## config.mk

```make
export PLATFORM = sky130hd
export DESIGN_NAME = cuenta_unos_param
export DESIGN_NICKNAME = d
export VERILOG_FILES = /design/src/rtl/cuenta_unos_param_pkg.sv /design/src/rtl/cuenta_unos_param_uc.sv /design/src/rtl/cuenta_unos_param.sv
export SDC_FILE = /design/constraint.sdc
export NUM_CORES = 1
export LEC_CHECK = 0
export ABC_AREA = 1
export CORE_MARGIN = 5
export CORE_UTILIZATION = 55
export CTS_BUF_LIST = sky130_fd_sc_hd__clkbuf_8
export DETAILED_ROUTE_END_ITERATION = 7
export PLACE_DENSITY = 0.83
export SYNTH_ARGS = -nofsm -noshare
export SYNTH_HDL_FRONTEND = slang
export SYNTH_SLANG_ARGS = --single-unit
```

## constraint.sdc

```tcl
create_clock -name clk -period 1.8 [get_ports clk]
set_clock_uncertainty 0.05 [all_clocks]
set_input_delay 0.36 -clock clk [delete_from_list [all_inputs] [get_ports clk]]
set_output_delay 0.36 -clock clk [all_outputs]
set_load 0.01 [all_outputs]
```

## src/rtl/cuenta_unos_param_pkg.sv

```systemverilog
`timescale 1ns/1ps
`default_nettype none
// ============================================================================
// Module      : cuenta_pkg
// Description : Shared definitions for the parametrised ones/zeros counter:
//               control-state encoding and default count-width derivation.
// Revision    : 1.0 - initial release
// ============================================================================
package cuenta_pkg;

    // Control states, two-bit encoding
    typedef enum logic [1:0] {
        IDLE  = 2'b00,
        SHIFT = 2'b01,
        DONE  = 2'b10
    } state_t;

    // Width needed to hold any count from 0 up to and including w
    function automatic int cw_of(input int w);
        return $clog2(w + 1);
    endfunction

endpackage : cuenta_pkg
`default_nettype wire

```

## src/rtl/cuenta_unos_param_uc.sv

```systemverilog
`timescale 1ns/1ps
`default_nettype none
// ============================================================================
// Module      : uc_cuenta_param
// Description : Hardwired control unit of the ones/zeros counter. Sequences
//               load -> shift -> done and produces the busy/done handshake.
// Revision    : 1.0 - initial release
// ============================================================================
module uc_cuenta_param
    import cuenta_pkg::*;
(
    input  logic clk,
    input  logic rst_i,
    input  logic start_i,
    input  logic last_i,
    input  logic empty_i,
    input  logic zero_load_i,
    output logic load_o,
    output logic shift_o,
    output logic ocupado_o,
    output logic fin_o
);

    state_t state_q;
    state_t state_d;

    // State register, asynchronous active-high reset
    always_ff @(posedge clk or posedge rst_i) begin
        if (rst_i) begin
            state_q <= IDLE;
        end else begin
            state_q <= state_d;
        end
    end

    // Next-state and control outputs; start is only honoured outside SHIFT
    always_comb begin
        state_d   = state_q;
        load_o    = 1'b0;
        shift_o   = 1'b0;
        ocupado_o = 1'b0;
        fin_o     = 1'b0;
        case (state_q)
            IDLE, DONE: begin
                fin_o = (state_q == DONE);
                if (start_i) begin
                    load_o  = 1'b1;
                    // An all-zero operand in early mode has nothing to count
                    state_d = zero_load_i ? DONE : SHIFT;
                end
            end
            SHIFT: begin
                shift_o   = 1'b1;
                ocupado_o = 1'b1;
                if (last_i || empty_i) begin
                    state_d = DONE;
                end
            end
            default: begin
                state_d = IDLE;
            end
        endcase
    end

endmodule : uc_cuenta_param
`default_nettype wire

```

## src/rtl/cuenta_unos_param.sv

```systemverilog
`timescale 1ns/1ps
`default_nettype none
// ============================================================================
// Module      : cuenta_unos_param
// Description : Counts the ones (modo=0) or zeros (modo=1) of a W-bit operand,
//               one bit per cycle, with busy/done handshake and optional
//               early termination once no counted bits remain.
// Revision    : 1.0 - initial release
// ============================================================================
module cuenta_unos_param
    import cuenta_pkg::*;
#(
    parameter int W     = 8,
    parameter int CW    = cw_of(W),
    parameter bit EARLY = 1'b0
) (
    input  logic          clk,
    input  logic          reset,
    input  logic          start,
    input  logic          modo,
    input  logic [W-1:0]  valor,
    output logic [CW-1:0] cuenta,
    output logic          ocupado,
    output logic          fin
);

    logic [W-1:0]  q_q,   q_d;
    logic [CW-1:0] acc_q, acc_d;
    logic [CW-1:0] it_q,  it_d;

    logic [W-1:0]  eff;
    logic          load, shift, last, empty, zero_load;

    // Zero mode counts the ones of the inverted operand
    assign eff       = modo ? ~valor : valor;
    assign zero_load = EARLY && (eff == '0);
    assign last      = (it_q == CW'(W - 1));
    assign empty     = EARLY && ((q_q >> 1) == '0);

    uc_cuenta_param u_uc (
        .clk         (clk),
        .rst_i       (reset),
        .start_i     (start),
        .last_i      (last),
        .empty_i     (empty),
        .zero_load_i (zero_load),
        .load_o      (load),
        .shift_o     (shift),
        .ocupado_o   (ocupado),
        .fin_o       (fin)
    );

    // Datapath next state: load operand or consume its LSB
    always_comb begin
        q_d   = q_q;
        acc_d = acc_q;
        it_d  = it_q;
        if (load) begin
            q_d   = eff;
            acc_d = '0;
            it_d  = '0;
        end else if (shift) begin
            acc_d = acc_q + CW'(q_q[0]);
            q_d   = q_q >> 1;
            it_d  = it_q + CW'(1);
        end
    end

    // Datapath registers, asynchronous active-high reset
    always_ff @(posedge clk or posedge reset) begin
        if (reset) begin
            q_q   <= '0;
            acc_q <= '0;
            it_q  <= '0;
        end else begin
            q_q   <= q_d;
            acc_q <= acc_d;
            it_q  <= it_d;
        end
    end

    assign cuenta = acc_q;

endmodule : cuenta_unos_param
`default_nettype wire

```

### After elaboration in Yosys (flattened, before gate mapping)

Index checks and enable logic that the tools add are counted.

* flip-flop bits (word level): 18
* input bits: 12
* word-level logic and storage cells: 30

* mux-type cells: 14
* bitwise operators: 1
* add/subtract/negate cells: 2
* reductions and logical operators: 4
* equality and inequality tests: 5

Operators with widths (number)
* 8-bit two-way mux: 3
* 4-bit two-way mux: 4
* 8-bit inverter: 1
* 4-bit by 1-bit adder with 4-bit output: 1
* 4-bit by 1-bit adder with 4-bit output, second input constant: 1
* 4-bit by 3-bit == test with 1-bit output, second input constant: 1
* 1-bit two-way mux: 4
* 2-bit two-way mux: 2
* 2-bit inequality test, second input constant: 2
* 2-bit one-hot mux with 2 select lines: 1
* 2-bit by 1-bit == test with 1-bit output, second input constant: 1
* 2-bit == test, second input constant: 1
* 2-bit zero test: 1
* 2-bit AND reduction: 1
* 2-bit nonzero test: 1
* 2-bit OR reduction: 1

### Depth between registers and ports, before layout

* depth after elaboration: 4
* depth in mapped cells: 7
* gate-level depth less buffers: 6

### By module

From an unflattened synthesis, not the netlist that was laid out.

* cell total of the unflattened synthesis: 139
* area, all modules: 1028.5 um^2

By module, submodules not included
* cuenta_unos_param: times used 1, area each 885.8 um^2, cells an instance 117
* uc_cuenta_param: times used 1, area each 142.6 um^2, cells an instance 22

### Worst setup path before layout

OpenSTA, ideal clock, no wires.

* path type: register to register
* start point: reg acc_q[0] (netlist: cuenta[0])
* end point: reg acc_q[2] (netlist: cuenta[2])
* arrival time: 1041 ps
* cell stages (with the launch flop): 5
* setup time: 83 ps
* data required time: 1667 ps
* slack: 626 ps
* cells stage by stage: dfrtp_1 -> ha_1 -> ha_1 -> xnor2_1 -> o21ai_0

* cells in the longest elaborated chain, start to end: 3

Ends and longest elaborated chain
* from (decl): RTL line cuenta_unos_param.sv:28 `logic [CW-1:0] acc_q, acc_d;`
* from (signal assigned): RTL line cuenta_unos_param.sv:73 `acc_q <= '0;`
* from (signal assigned): RTL line cuenta_unos_param.sv:77 `acc_q <= acc_d;`
* 4-bit by 1-bit adder with 4-bit output: RTL line cuenta_unos_param.sv:63 `acc_d = acc_q + CW'(q_q[0]);`
* 4-bit two-way mux: RTL line cuenta_unos_param.sv:62 `end else if (shift) begin`
* 4-bit two-way mux: RTL line cuenta_unos_param.sv:58 `if (load) begin`

No other way between the ends. The select of a mux whose other input is x is not followed.
A chain may end at the register's enable or synchronous reset.

### Worst setup path in the final report

* start point: reg acc_q[2] (netlist: cuenta[2])
* end point: out cuenta[2]

RTL lines
* to (decl): RTL line cuenta_unos_param.sv:22 `output logic [CW-1:0] cuenta,`

No word-level cell between the ends.

==> out/qor.json <==
{
  "power_and_ir_drop": {
    "power.share.switching_pct": 39.1,
    "ir_drop_worst_case_vdd_v": 0.000779,
    "netSwitchingPower_mw": 0.746,
    "power.share.sequential_pct": 38.1,
    "power.clock.fraction_pct": 17.1,
    "combinationalPowerShare_pct": 44.8,
    "p_int_mw": 1.16,
    "totalPowerFinal_mw": 1.91,
    "power_leakage_nw": 0.687,
    "cellPowerDensity_mw_per_mm2": 1510
  },
  "global_routing": {
    "track_usage_pct": 17.9,
    "first_global_vias": 876,
    "grt_pass1_wl_um": 3650,
    "grt_antenna_before_repair": 0,
    "grt_max_degree": 19,
    "global_route.overflow_total": 0
  },
  "synth": {
    "synth-seq-area-share_pct": 45.5,
    "synth_largest_type_area_fraction_pct": 45.5,
    "synth.ff_latch_count": 18,
    "postSynthCellCount": 136,
    "library_cell_occupying_the_most_area_in_the_post_synthesis_netlist": "sky130_fd_sc_hd__dfrtp_1",
    "syn-cell-area_um2": 990,
    "yosys.cell_types.count": 15,
    "postSynthAreaPerCell_um2": 7.28,
    "synth_area_leaders": "sky130_fd_sc_hd__dfrtp_1 (46%), sky130_fd_sc_hd__nand2_1 (23%), sky130_fd_sc_hd__inv_1 (6.4%), sky130_fd_sc_hd__nand3_1 (5.6%), sky130_fd_sc_hd__o21ai_0 (4.6%)",
    "synth-warning-count": 0,
    "syn_nets": 151
  },
  "placed_design": {
    "input_output_buffers": 17,
    "detailed_place_hpwl_um": 1550,
    "place_worst_setup_slack_ns": 0.256,
    "place.detailed.instances": 180,
    "gpl.final_weighted_congestion": 0.745
  },
  "die": {
    "die_area_mm2": 0.00275,
    "ios": 18,
    "std_cell_rows": 15,
    "design.core.area_mm2": 0.00173,
    "initial_core_util_pct": 57.3,
    "horiz_die_dim_um": 52.4,
    "floorplan.die.height_um": 52.4
  },
  "job": {
    "timing.max_cap.violations": 0
  },
  "status": {
    "run_status": "completed"
  },
  "cts": {
    "cts.reportedPaths.clkPinSlew_ns": 0.07,
    "cts-htree-levels": 1,
    "clock_insertion_delay_worst_skew_ns": 0.25,
    "numCtsBuffers": 3,
    "clk_path_buf_depth": 2,
    "clk_root_buffer_cell": "sky130_fd_sc_hd__clkbuf_8",
    "tritoncts": "done",
    "cts_setup_buffers": 0,
    "numClockSinks": 18
  },
  "finish": {
    "post_route_cells_drive_above_1_share_pct": 8.18,
    "areaGrowthSynthToFinish_pct": 27.3,
    "post_layout_nonfiller_instances": 184,
    "diodes": 0,
    "layout.nets": 175
  },
  "timing": {
    "final_max_slew_viol_count": 0,
    "setup_tns_ns": 0,
    "unrepaired_setup_endpoints_after_global_routing": "no",
    "timing.max_slew.rel_slack_pct": 76.8,
    "final_period_minus_worst_setup_slack_ns": 1.61,
    "final_hold_fails": 0,
    "achievable-frequency_mhz": 620,
    "final_min_period_over_clock_period_pct": 89.6,
    "final-setup-viol-count": 0,
    "layout_setup_ws_ns": 0.186,
    "worst_slew_pin_slew_ns": 0.348
  },
  "setup_path": {
    "critPathMaxFanout": 4,
    "worstPathRequired_ns": 1.39,
    "crit_path_top_delay_cell": "sky130_fd_sc_hd__clkdlybuf4s50_1",
    "startpoint_type": "flip-flop",
    "timing_worst_setup_path_type": "reg -> out",
    "critical_path.cell_chain": "clkdlybuf4s50_1",
    "timing.critical_path.buf_inv": 1,
    "cpPeakStageDelay_ns": 0.56,
    "path_delay_family": "buffers and inverters",
    "endpoint_kind": "primary output",
    "worst-endpoint-arrival_ns": 1.20
  },
  "detailed_routing": {
    "route.antenna.remaining_nets": 0,
    "drt-initial-drc-count": 16,
    "top_layer_used": "met4",
    "wire_per_inst_um": 11.2,
    "routed-wl-met3_um": 89,
    "wirelength_um": 2050,
    "met2WireLength_um": 1070,
    "drc": 0,
    "drt_first_pass_iters": 4,
    "viasPerCell": 4.86,
    "wl_met1_um": 865,
    "vias": 894
  },
  "min_path": {
    "hp-class": "in -> async"
  }
}
## cells in the mapped netlist
| master | instances |
|---|---|
| sky130_fd_sc_hd__nor2_2 | 1 |
| sky130_fd_sc_hd__dfrtp_1 | 18 |
| sky130_fd_sc_hd__ha_1 | 3 |
| sky130_fd_sc_hd__nand3_1 | 11 |
| sky130_fd_sc_hd__xnor2_1 | 3 |
| sky130_fd_sc_hd__nand2_1 | 61 |
| sky130_fd_sc_hd__nand3b_1 | 1 |
| sky130_fd_sc_hd__or2_2 | 1 |
| sky130_fd_sc_hd__buf_2 | 2 |
| sky130_fd_sc_hd__o21ai_0 | 9 |
| sky130_fd_sc_hd__inv_1 | 17 |
| sky130_fd_sc_hd__nand2_2 | 1 |
| sky130_fd_sc_hd__a21oi_1 | 1 |
| sky130_fd_sc_hd__buf_6 | 2 |
| sky130_fd_sc_hd__nor2_1 | 5 |
## per-layer routing
| metal | global-route usage, % | vias to the layer above |
|---|---|---|
| li1 | - | 463 |
| met1 | 20.1 | 410 |
| met2 | 33.7 | 19 |
| met3 | 2.56 | 2 |
| met4 | 6.38 | 0 |
| met5 | 0 | - |
## kinds of logic (layout without fill, tap and decap cells)
group                      after synthesis  in the layout  synth area share [%]
adders and majority gates                3              3                  3.79
xor gates and xnor gates                 3              3                  2.66
buffers and inverters                   21             44                  9.73
DFF                                     18             18                  45.5
AOI/OAI and AO/OA                       10             10                  5.06
and+or+nand+nor                         81             81                  33.3
## per-stage QoR
step                      cell area (um^2)  utilization [%]  hold WS, ns
after floorplan                        990                -        0.249
after CTS                             1260             72.8        0.378
after detailed placement              1200             69.7        0.416
final                                 1260             73.0        0.368
after global routing                  1260             73.0        0.406
after global placement                1200             69.7        0.416
## power by group through the flow
| stage | clock [mW] | combinational [mW] | sequential (mW) |
|---|---|---|---|
| detailed placement | 0 | 0.870 | 0.729 |
| global route | 0.351 | 0.999 | 0.752 |
| CTS | 0.329 | 0.867 | 0.724 |
| floorplan | 0 | 0.586 | 0.720 |
| finish | 0.325 | 0.855 | 0.728 |
| global placement | 0 | 0.833 | 0.722 |
## worst min-delay path, cell delays in order
cell	delay, ns
sky130_fd_sc_hd__clkdlybuf4s50_1	0.39
sky130_fd_sc_hd__inv_1	0.05
sky130_fd_sc_hd__buf_4	0.24
## worst paths after layout
kind / slack (ns) / startpoint / end / cells after the start
hold / removal: 0.37 / reset / q_q[2]$_DFFE_PP0P_ / 3
min in group clk: 0.43 / q_q[2]$_DFFE_PP0P_ / q_q[2]$_DFFE_PP0P_ / 2
hold reg to reg: 0.43 / q_q[2]$_DFFE_PP0P_ / q_q[2]$_DFFE_PP0P_ / 2
setup reg to reg: 0.58 / cuenta[0]$_DFFE_PP0P_ / cuenta[2]$_DFFE_PP0P_ / 4
setup / recovery: 0.19 / cuenta[2]$_DFFE_PP0P_ / cuenta[2] / 1
max in group asynchronous: 1.14 / reset / q_q[7]$_DFFE_PP0P_ / 3
## state kept, by name (all words and copies together) (netlist names)
name and count:
it_q 4, u_uc.state_q 2, q_q 8, cuenta 4
## layout make-up
class                      count  area [um^2]
fill                         141          467
sequential                    18          450
multi-input combinational     97          443
timing repair buffer          23          216
inverter                      17         63.8
clock buffer                   4         55.1
tap                           25         31.3
## repair_timing
item | 4_1_cts | 5_1_grt
setup endpoints to repair | 1 | 1
hold buffers | 0 | 0
gates resized for setup | 1 | 1
## placed cells by master, fill, tap and decap left out
master                            count
sky130_fd_sc_hd__nand2_1             61
sky130_fd_sc_hd__dfrtp_1             18
sky130_fd_sc_hd__inv_1               17
sky130_fd_sc_hd__clkdlybuf4s50_1     15
sky130_fd_sc_hd__nand3_1             11
sky130_fd_sc_hd__o21ai_0              9
sky130_fd_sc_hd__buf_4                6
sky130_fd_sc_hd__nor2_1               5
sky130_fd_sc_hd__clkbuf_8             4
sky130_fd_sc_hd__xnor2_1              3
sky130_fd_sc_hd__ha_1                 3
sky130_fd_sc_hd__nand2_2              1
sky130_fd_sc_hd__nor2_2               1
sky130_fd_sc_hd__a21oi_1              1
sky130_fd_sc_hd__or2_2                1
sky130_fd_sc_hd__nand3b_1             1
sky130_fd_sc_hd__dlymetal6s2s_1       1
sky130_fd_sc_hd__dlygate4sd2_1        1
(Power assumes the default switching activity.)
